### config.mk
export PLATFORM = sky130hd
export DESIGN_NAME = clip_control_fsm_flat
export DESIGN_NICKNAME = d
export VERILOG_FILES = /design/src/rtl/clip_ctrl_pkg.sv /design/src/rtl/clip_control_fsm_if.sv /design/src/rtl/clip_control_fsm_button_debouncer.sv /design/src/rtl/clip_control_fsm.sv /design/src/flat_wrapper.sv
export SDC_FILE = /design/constraint.sdc
export NUM_CORES = 1
export LEC_CHECK = 0
export CAP_MARGIN = 20
export CORE_AREA = 2 2 100 102
export CTS_CLUSTER_DIAMETER = 80
export CTS_CLUSTER_SIZE = 25
export DETAILED_ROUTE_END_ITERATION = 8
export DIE_AREA = 0 0 102 104
export DONT_BUFFER_PORTS = 1
export GPL_TIMING_DRIVEN = 0
export PLACE_DENSITY = 0.82
export SLEW_MARGIN = 20
export SYNTH_ARGS = -nofsm -noshare
export SYNTH_HDL_FRONTEND = slang
export SYNTH_HIERARCHICAL = 1
export SYNTH_SLANG_ARGS = --single-unit
### constraint.sdc
create_clock -name clock -period 2 [get_ports clock]
set_clock_uncertainty 0.2 [all_clocks]
set_input_delay 0.4 -clock clock [delete_from_list [all_inputs] [get_ports clock]]
set_output_delay 0.4 -clock clock [all_outputs]
set_load 0.05 [all_outputs]
### src/rtl/clip_ctrl_pkg.sv
// Shared types and constants for the clip recorder front-panel control.
package clip_ctrl_pkg;

    typedef enum logic [1:0] {
        IDLE   = 2'b00,
        RECORD = 2'b01,
        PLAY   = 2'b10
    } clip_state_t;

    localparam logic CLIP1       = 1'b0;
    localparam logic CLIP2       = 1'b1;
    localparam logic MODE_PLAY   = 1'b0;
    localparam logic MODE_RECORD = 1'b1;

    // One-hot mask selecting the clip_recorded bit that belongs to a clip.
    function automatic logic [1:0] clip_mask(input logic clip);
        logic [1:0] mask;
        if (clip == CLIP2) begin
            mask = 2'b10;
        end else begin
            mask = 2'b01;
        end
        return mask;
    endfunction

endpackage

### src/rtl/clip_control_fsm_if.sv
// Front-panel bundle: raw buttons and audio-engine status in, display/engine controls out.
interface clip_control_fsm_if;
    logic       btn_clip;
    logic       btn_record;
    logic       btn_play;
    logic       btn_stop;
    logic       play_done;
    logic       clip_num;
    logic       record_or_play;
    logic       active;
    logic       start_pulse;
    logic       stop_pulse;
    logic [1:0] clip_recorded;

    modport master (
        output btn_clip, btn_record, btn_play, btn_stop, play_done,
        input  clip_num, record_or_play, active, start_pulse, stop_pulse, clip_recorded
    );

    modport slave (
        input  btn_clip, btn_record, btn_play, btn_stop, play_done,
        output clip_num, record_or_play, active, start_pulse, stop_pulse, clip_recorded
    );
endinterface

### src/rtl/clip_control_fsm_button_debouncer.sv
// Two-flop synchroniser, level debouncer and registered rising-edge press detector
// for one raw push-button.
module button_debouncer #(
    parameter int DEBOUNCE_CYCLES = 50000
) (
    input  logic clock,
    input  logic reset,
    input  logic raw,
    output logic level,
    output logic press
);

    localparam int CNT_W = $clog2(DEBOUNCE_CYCLES + 1);
    localparam logic [CNT_W-1:0] CNT_LAST = CNT_W'(DEBOUNCE_CYCLES - 1);

    logic             r_sync1;
    logic             r_sync2;
    logic             r_level;
    logic             r_level_d;
    logic             r_press;
    logic [CNT_W-1:0] r_cnt;

    // Bring the asynchronous button into the clock domain.
    always_ff @(posedge clock) begin
        if (reset) begin
            r_sync1 <= 1'b0;
            r_sync2 <= 1'b0;
        end else begin
            r_sync1 <= raw;
            r_sync2 <= r_sync1;
        end
    end

    // Accept a new level only after DEBOUNCE_CYCLES consecutive differing samples.
    always_ff @(posedge clock) begin
        if (reset) begin
            r_cnt   <= {CNT_W{1'b0}};
            r_level <= 1'b0;
        end else if (r_sync2 == r_level) begin
            r_cnt   <= {CNT_W{1'b0}};
            r_level <= r_level;
        end else if (r_cnt == CNT_LAST) begin
            r_cnt   <= {CNT_W{1'b0}};
            r_level <= r_sync2;
        end else begin
            r_cnt   <= r_cnt + CNT_W'(1);
            r_level <= r_level;
        end
    end

    // Registered one-cycle pulse on each rising edge of the accepted level.
    always_ff @(posedge clock) begin
        if (reset) begin
            r_level_d <= 1'b0;
            r_press   <= 1'b0;
        end else begin
            r_level_d <= r_level;
            r_press   <= r_level & ~r_level_d;
        end
    end

    assign level = r_level;
    assign press = r_press;

endmodule

### src/rtl/clip_control_fsm.sv
// Record/play control for the two-clip recorder: debounced buttons drive an
// IDLE/RECORD/PLAY machine with a per-take timeout and a recorded-clip map.
module clip_control_fsm
    import clip_ctrl_pkg::*;
#(
    parameter int DEBOUNCE_CYCLES = 50000,
    parameter int MAX_CLIP_CYCLES = 1000000
) (
    input  logic               clock,
    input  logic               reset,
    clip_control_fsm_if.slave  bus
);

    localparam int TIMER_W = $clog2(MAX_CLIP_CYCLES);
    localparam logic [TIMER_W-1:0] TIMER_LAST = TIMER_W'(MAX_CLIP_CYCLES - 1);

    logic w_level_clip, w_level_record, w_level_play, w_level_stop;
    logic w_press_clip, w_press_record, w_press_play, w_press_stop;
    logic w_unused_levels;

    button_debouncer #(.DEBOUNCE_CYCLES(DEBOUNCE_CYCLES)) u_db_clip (
        .clock(clock), .reset(reset), .raw(bus.btn_clip),
        .level(w_level_clip), .press(w_press_clip)
    );
    button_debouncer #(.DEBOUNCE_CYCLES(DEBOUNCE_CYCLES)) u_db_record (
        .clock(clock), .reset(reset), .raw(bus.btn_record),
        .level(w_level_record), .press(w_press_record)
    );
    button_debouncer #(.DEBOUNCE_CYCLES(DEBOUNCE_CYCLES)) u_db_play (
        .clock(clock), .reset(reset), .raw(bus.btn_play),
        .level(w_level_play), .press(w_press_play)
    );
    button_debouncer #(.DEBOUNCE_CYCLES(DEBOUNCE_CYCLES)) u_db_stop (
        .clock(clock), .reset(reset), .raw(bus.btn_stop),
        .level(w_level_stop), .press(w_press_stop)
    );

    // The FSM acts on presses only; held levels carry no meaning here.
    assign w_unused_levels = ^{w_level_clip, w_level_record, w_level_play, w_level_stop};

    clip_state_t        r_state,    w_state_nx;
    logic [TIMER_W-1:0] r_timer,    w_timer_nx;
    logic               r_clip_num, w_clip_nx;
    logic               r_mode,     w_mode_nx;
    logic               r_active,   w_active_nx;
    logic               r_start,    w_start_nx;
    logic               r_stop,     w_stop_nx;
    logic [1:0]         r_recorded, w_recorded_nx;
    logic               w_timer_last;

    assign w_timer_last = (r_timer == TIMER_LAST);

    // Next-state and next-output decode; one action per cycle in IDLE.
    always_comb begin
        w_state_nx    = r_state;
        w_timer_nx    = r_timer;
        w_clip_nx     = r_clip_num;
        w_mode_nx     = r_mode;
        w_active_nx   = r_active;
        w_start_nx    = 1'b0;
        w_stop_nx     = 1'b0;
        w_recorded_nx = r_recorded;
        case (r_state)
            IDLE: begin
                if (w_press_stop) begin
                    w_state_nx = IDLE;
                end else if (w_press_record) begin
                    w_state_nx  = RECORD;
                    w_mode_nx   = MODE_RECORD;
                    w_active_nx = 1'b1;
                    w_start_nx  = 1'b1;
                    w_timer_nx  = {TIMER_W{1'b0}};
                end else if (w_press_play) begin
                    if ((r_recorded & clip_mask(r_clip_num)) != 2'b00) begin
                        w_state_nx  = PLAY;
                        w_mode_nx   = MODE_PLAY;
                        w_active_nx = 1'b1;
                        w_start_nx  = 1'b1;
                        w_timer_nx  = {TIMER_W{1'b0}};
                    end else begin
                        w_state_nx = IDLE;
                    end
                end else if (w_press_clip) begin
                    w_clip_nx = ~r_clip_num;
                end else begin
                    w_state_nx = IDLE;
                end
            end
            RECORD: begin
                w_timer_nx = r_timer + TIMER_W'(1);
                if (w_press_stop || w_timer_last) begin
                    w_state_nx    = IDLE;
                    w_active_nx   = 1'b0;
                    w_stop_nx     = 1'b1;
                    w_timer_nx    = {TIMER_W{1'b0}};
                    w_recorded_nx = r_recorded | clip_mask(r_clip_num);
                end else begin
                    w_state_nx = RECORD;
                end
            end
            PLAY: begin
                w_timer_nx = r_timer + TIMER_W'(1);
                if (w_press_stop || w_timer_last || bus.play_done) begin
                    w_state_nx  = IDLE;
                    w_active_nx = 1'b0;
                    w_stop_nx   = 1'b1;
                    w_timer_nx  = {TIMER_W{1'b0}};
                end else begin
                    w_state_nx = PLAY;
                end
            end
            default: begin
                w_state_nx  = IDLE;
                w_active_nx = 1'b0;
                w_timer_nx  = {TIMER_W{1'b0}};
            end
        endcase
    end

    // State, timer and registered outputs; reset abandons any take silently.
    always_ff @(posedge clock) begin
        if (reset) begin
            r_state    <= IDLE;
            r_timer    <= {TIMER_W{1'b0}};
            r_clip_num <= CLIP1;
            r_mode     <= MODE_PLAY;
            r_active   <= 1'b0;
            r_start    <= 1'b0;
            r_stop     <= 1'b0;
            r_recorded <= 2'b00;
        end else begin
            r_state    <= w_state_nx;
            r_timer    <= w_timer_nx;
            r_clip_num <= w_clip_nx;
            r_mode     <= w_mode_nx;
            r_active   <= w_active_nx;
            r_start    <= w_start_nx;
            r_stop     <= w_stop_nx;
            r_recorded <= w_recorded_nx;
        end
    end

    assign bus.clip_num       = r_clip_num;
    assign bus.record_or_play = r_mode;
    assign bus.active         = r_active;
    assign bus.start_pulse    = r_start;
    assign bus.stop_pulse     = r_stop;
    assign bus.clip_recorded  = r_recorded;

endmodule

### src/flat_wrapper.sv
// flat-port wrapper written by rule: the top's interface ports become plain ports
module clip_control_fsm_flat import clip_ctrl_pkg::*;
#(
    parameter int DEBOUNCE_CYCLES = 50000,
    parameter int MAX_CLIP_CYCLES = 1000000
)
  (clock, reset, bus_btn_clip, bus_btn_record, bus_btn_play, bus_btn_stop, bus_play_done, bus_clip_num, bus_record_or_play, bus_active, bus_start_pulse, bus_stop_pulse, bus_clip_recorded);
  clip_control_fsm_if bus_i ();
  input  logic clock;
  input  logic reset;
  input wire logic [$bits(bus_i.btn_clip)-1:0] bus_btn_clip;
  input wire logic [$bits(bus_i.btn_record)-1:0] bus_btn_record;
  input wire logic [$bits(bus_i.btn_play)-1:0] bus_btn_play;
  input wire logic [$bits(bus_i.btn_stop)-1:0] bus_btn_stop;
  input wire logic [$bits(bus_i.play_done)-1:0] bus_play_done;
  output wire logic [$bits(bus_i.clip_num)-1:0] bus_clip_num;
  output wire logic [$bits(bus_i.record_or_play)-1:0] bus_record_or_play;
  output wire logic [$bits(bus_i.active)-1:0] bus_active;
  output wire logic [$bits(bus_i.start_pulse)-1:0] bus_start_pulse;
  output wire logic [$bits(bus_i.stop_pulse)-1:0] bus_stop_pulse;
  output wire logic [$bits(bus_i.clip_recorded)-1:0] bus_clip_recorded;
  assign bus_i.btn_clip = bus_btn_clip;
  assign bus_i.btn_record = bus_btn_record;
  assign bus_i.btn_play = bus_btn_play;
  assign bus_i.btn_stop = bus_btn_stop;
  assign bus_i.play_done = bus_play_done;
  assign bus_clip_num = bus_i.clip_num;
  assign bus_record_or_play = bus_i.record_or_play;
  assign bus_active = bus_i.active;
  assign bus_start_pulse = bus_i.start_pulse;
  assign bus_stop_pulse = bus_i.stop_pulse;
  assign bus_clip_recorded = bus_i.clip_recorded;
  clip_control_fsm #(.DEBOUNCE_CYCLES(DEBOUNCE_CYCLES), .MAX_CLIP_CYCLES(MAX_CLIP_CYCLES)) u_core (.clock(clock), .reset(reset), .bus(bus_i));
endmodule
==> impl_metrics.env <==
export IMPL_worstSetupStartpointType="flop"
export IMPL_ys_warn_count=6
export IMPL_cts_sinks=113
export IMPL_slew_headroom_pct=55.05
export IMPL_synth_area_um2=5145
export IMPL_rsz0062_at_grt="yes"
export IMPL_clk_latency_ps=520
export IMPL_routed_wirelength_um=11320
export IMPL_tightest_slew_ps=672.0
export IMPL_clockBufferDepth=2
export IMPL_hpwl_um=6586
export IMPL_max_freq_mhz=507.3
export IMPL_finalSetupViolCount=0
export IMPL_port_buffers=0
export IMPL_cellPowerDensity_nw_per_um2=806.8
export IMPL_vias=4006
export IMPL_start_util_pct=53.88
export IMPL_cts_tree="yes"
export IMPL_hold_worst_slack_ps=31.53
export IMPL_clk_pin_slew_ps=50
export IMPL_num_io_pins=14
export IMPL_synth_edf_count=0
export IMPL_die_y_um=104
export IMPL_ys_ff_latch=113
export IMPL_rows=36
export IMPL_antenna_found_initial=0
export IMPL_utilization_pct=66.04
export IMPL_max_cap_violations=0
export IMPL_synthCells=535
export IMPL_hold_path_class="primary input to flop"
export IMPL_ant_nets=0
export IMPL_fin_crit_sh_pct=98.56
export IMPL_grt_pass1_wl_um=18640
export IMPL_drt_wirelength_per_cell_um=15.63
export IMPL_worstSetupPathType="flop to flop"
export IMPL_finalCriticalPeriod_ps=1971
export IMPL_die_area_um2=10610
export IMPL_syn_num_nets=551
export IMPL_htree_levels=4
export IMPL_outcome="completed"
export IMPL_viasPerCell=5.533
export IMPL_drive_above_1_share_pct=19.63
export IMPL_clockRootBuffer="clkbuf_8"
export IMPL_diodes=0
export IMPL_cp_required_ps=2210
export IMPL_slew_viol_final=0
export IMPL_track_usage_pct=22.06
export IMPL_ys_seq_area_share_pct=43.97
export IMPL_areaGrowthSynthToFinish_pct=22.57
export IMPL_drt_pass1_iterations=4
export IMPL_grt_pass1_vias=4024
export IMPL_place_congestion=0.8819
export IMPL_die_x_um=102
export IMPL_leakagePower_nw=2.233
export IMPL_core_area_um2=9549
export IMPL_worstSetupEndpointType="flop"
export IMPL_synthArstFlopShare_pct=0
export IMPL_hold_violations=0
export IMPL_synth_ff_type="dfxtp_1"
export IMPL_avgSynthCellArea_um2=9.617
export IMPL_vdd_drop_max_v=0.0006936
export IMPL_synth_distinct_cells=53
export IMPL_route_detailed_drc=0
export IMPL_gr_total_overflow=0
export IMPL_fin_nets=596
export IMPL_cp_max_fo=10
export IMPL_numCtsBuffers=17
export IMPL_grt_max_degree=17
export IMPL_worstPathArrival_ps=2180
export IMPL_drt_iter0_drc=130
[routing by layer]
layer | up-vias | track usage (%) | wire (µm)
li1 | 1949 | - | -
met1 | 1967 | 26.23 | 4783
met2 | 74 | 37.31 | 5989
met3 | 16 | 5.511 | 374
met4 | 0 | 9.429 | 167
met5 | - | 0 | 0
[critical path, stage by stage (launching register included)]
cell      delay [ps]
dfxtp_4          460
mux2_4           360
and4_4           230
buf_8            140
o211ai_1         240
xor2_1           170
nor2_1            50
[state kept, by name, indices dropped and copies added, names as in the netlist, 2 cells and up]
| register | flops |
|---|---|
| u_core/r_timer | 20 |
| u_core/u_db_clip/r_cnt | 16 |
| u_core/u_db_play/r_cnt | 16 |
| u_core/u_db_record/r_cnt | 16 |
| u_core/u_db_stop/r_cnt | 16 |
| u_core/bus.clip_recorded | 2 |
| u_core/r_state | 2 |
[report_power, final]
| part | switching (W) | internal [W] | leakage [nW] |
|---|---|---|---|
| combinational | 0.0000357 | 0.0000335 | 1.05 |
| sequential | 0.00000622 | 0.00226 | 0.917 |
| clock | 0.000965 | 0.00179 | 0.270 |
| total | 0.00101 | 0.00408 | 2.23 |
[synthesized netlist by cell type (2+ instances only)]
library cell	count	area (µm²)
mux2i_1	5	50.05
o211ai_1	8	60.06
xnor2_1	58	508.0
o21ai_0	10	50.05
nand2_2	4	25.02
inv_1	19	71.32
nor4_2	8	100.1
o2111ai_1	6	52.55
a31oi_1	2	12.51
nand3_1	21	105.1
or4b_1	2	20.02
xor2_1	15	131.4
nor4_1	2	12.51
nand4_1	5	31.28
nand4_2	4	50.05
a22o_1	5	43.79
nand3_2	4	40.04
nor2_1	105	394.1
and3_1	8	50.05
and2_1	3	18.77
buf_4	5	37.54
nor4_4	8	170.2
nand4b_1	5	43.79
nor2b_1	21	131.4
a21oi_1	5	25.02
nand4_4	4	85.08
nor4b_1	5	43.79
nor4bb_1	9	90.09
nand2_1	21	78.83
dfxtp_1	113	2262
nor3_1	15	75.07
ha_1	9	112.6
[metrics by stage]
| step | worst slack [ps] | area, µm² | cells | total power, W | setup TNS (ps) |
|---|---|---|---|---|---|
| 3_3_place_gp | -219.5 | 5315 | 668 | 0.002355 | -3483 |
| 6_report | 28.89 | 6306 | 724 | 0.005088 | 0 |
| 3_5_place_dp | -253.1 | 5315 | 668 | 0.002357 | -4058 |
| 2_1_floorplan | 13.05 | 5149 | 535 | 0.002347 | 0 |
| 4_1_cts | 14.87 | 6131 | 717 | 0.005110 | 0 |
| 5_1_grt | -36.92 | 6306 | 724 | 0.005226 | -221.3 |
[logic make-up (layout without fill, tap and decap cells)]
| logic type | count (synthesis) | after routing | share of synthesized area, % |
|---|---|---|---|
| AOI/OAI and AO/OA | 47 | 47 | 6.542 |
| DFF | 113 | 113 | 43.97 |
| adders and majority gates | 9 | 9 | 2.189 |
| xor gates and xnor gates | 73 | 73 | 12.43 |
| muxes | 6 | 6 | 1.192 |
| and+or+nand+nor | 260 | 260 | 31.30 |
| buffers and inverters | 27 | 83 | 2.383 |
[area by class of cell]
type,instances,area [µm²]
plain buffers,8,75.07
clock buffers,25,494.2
clock inverters,5,52.55
fillers,690,3243
inverters,19,71.32
multi-input cells,395,2930
flip-flops and latches,113,2281
well taps,133,166.4
repair buffers,26,235.2
[worst paths after layout]
path,cells after the start,slack (ps),to,start
worst min-delay path,3,30,u_core/r_timer[0],reset
worst min register to register,1,180,u_core/u_db_play/press,u_core/u_db_play/r_level_d
worst max register to register,6,30,u_core/r_timer[8],u_core/bus.clip_num
worst max-delay path,6,30,u_core/r_timer[8],u_core/bus.clip_num
[placed cells by master (no fill, tap or decap), types with 4 or more instances in the layout]
cell / n
nor2b_1: 20
nand2_1: 19
and3_1: 8
nor3_1: 14
inv_1: 16
nand4_4: 4
dfxtp_4: 4
nor4_4: 8
nand4_1: 5
clkbuf_8: 6
dfxtp_1: 106
mux2i_1: 5
o211ai_1: 8
xnor2_1: 58
nand4b_1: 5
a22o_1: 5
xor2_1: 15
nor4bb_1: 8
nand4_2: 4
ha_1: 6
o2111ai_2: 4
clkbuf_16: 16
buf_4: 14
nor4b_1: 5
o21ai_0: 8
dlygate4sd3_1: 16
nand2_2: 6
nor4_2: 8
nand3_1: 20
nor2_1: 104
[timing repair]
action,in CTS,in global routing
buffers inserted,3,7
hold endpoints to repair,53,1
gates resized for setup,22,36
pin swaps,3,10
setup endpoints to repair,24,65
hold buffers,16,1
(Power assumes the default switching activity.)
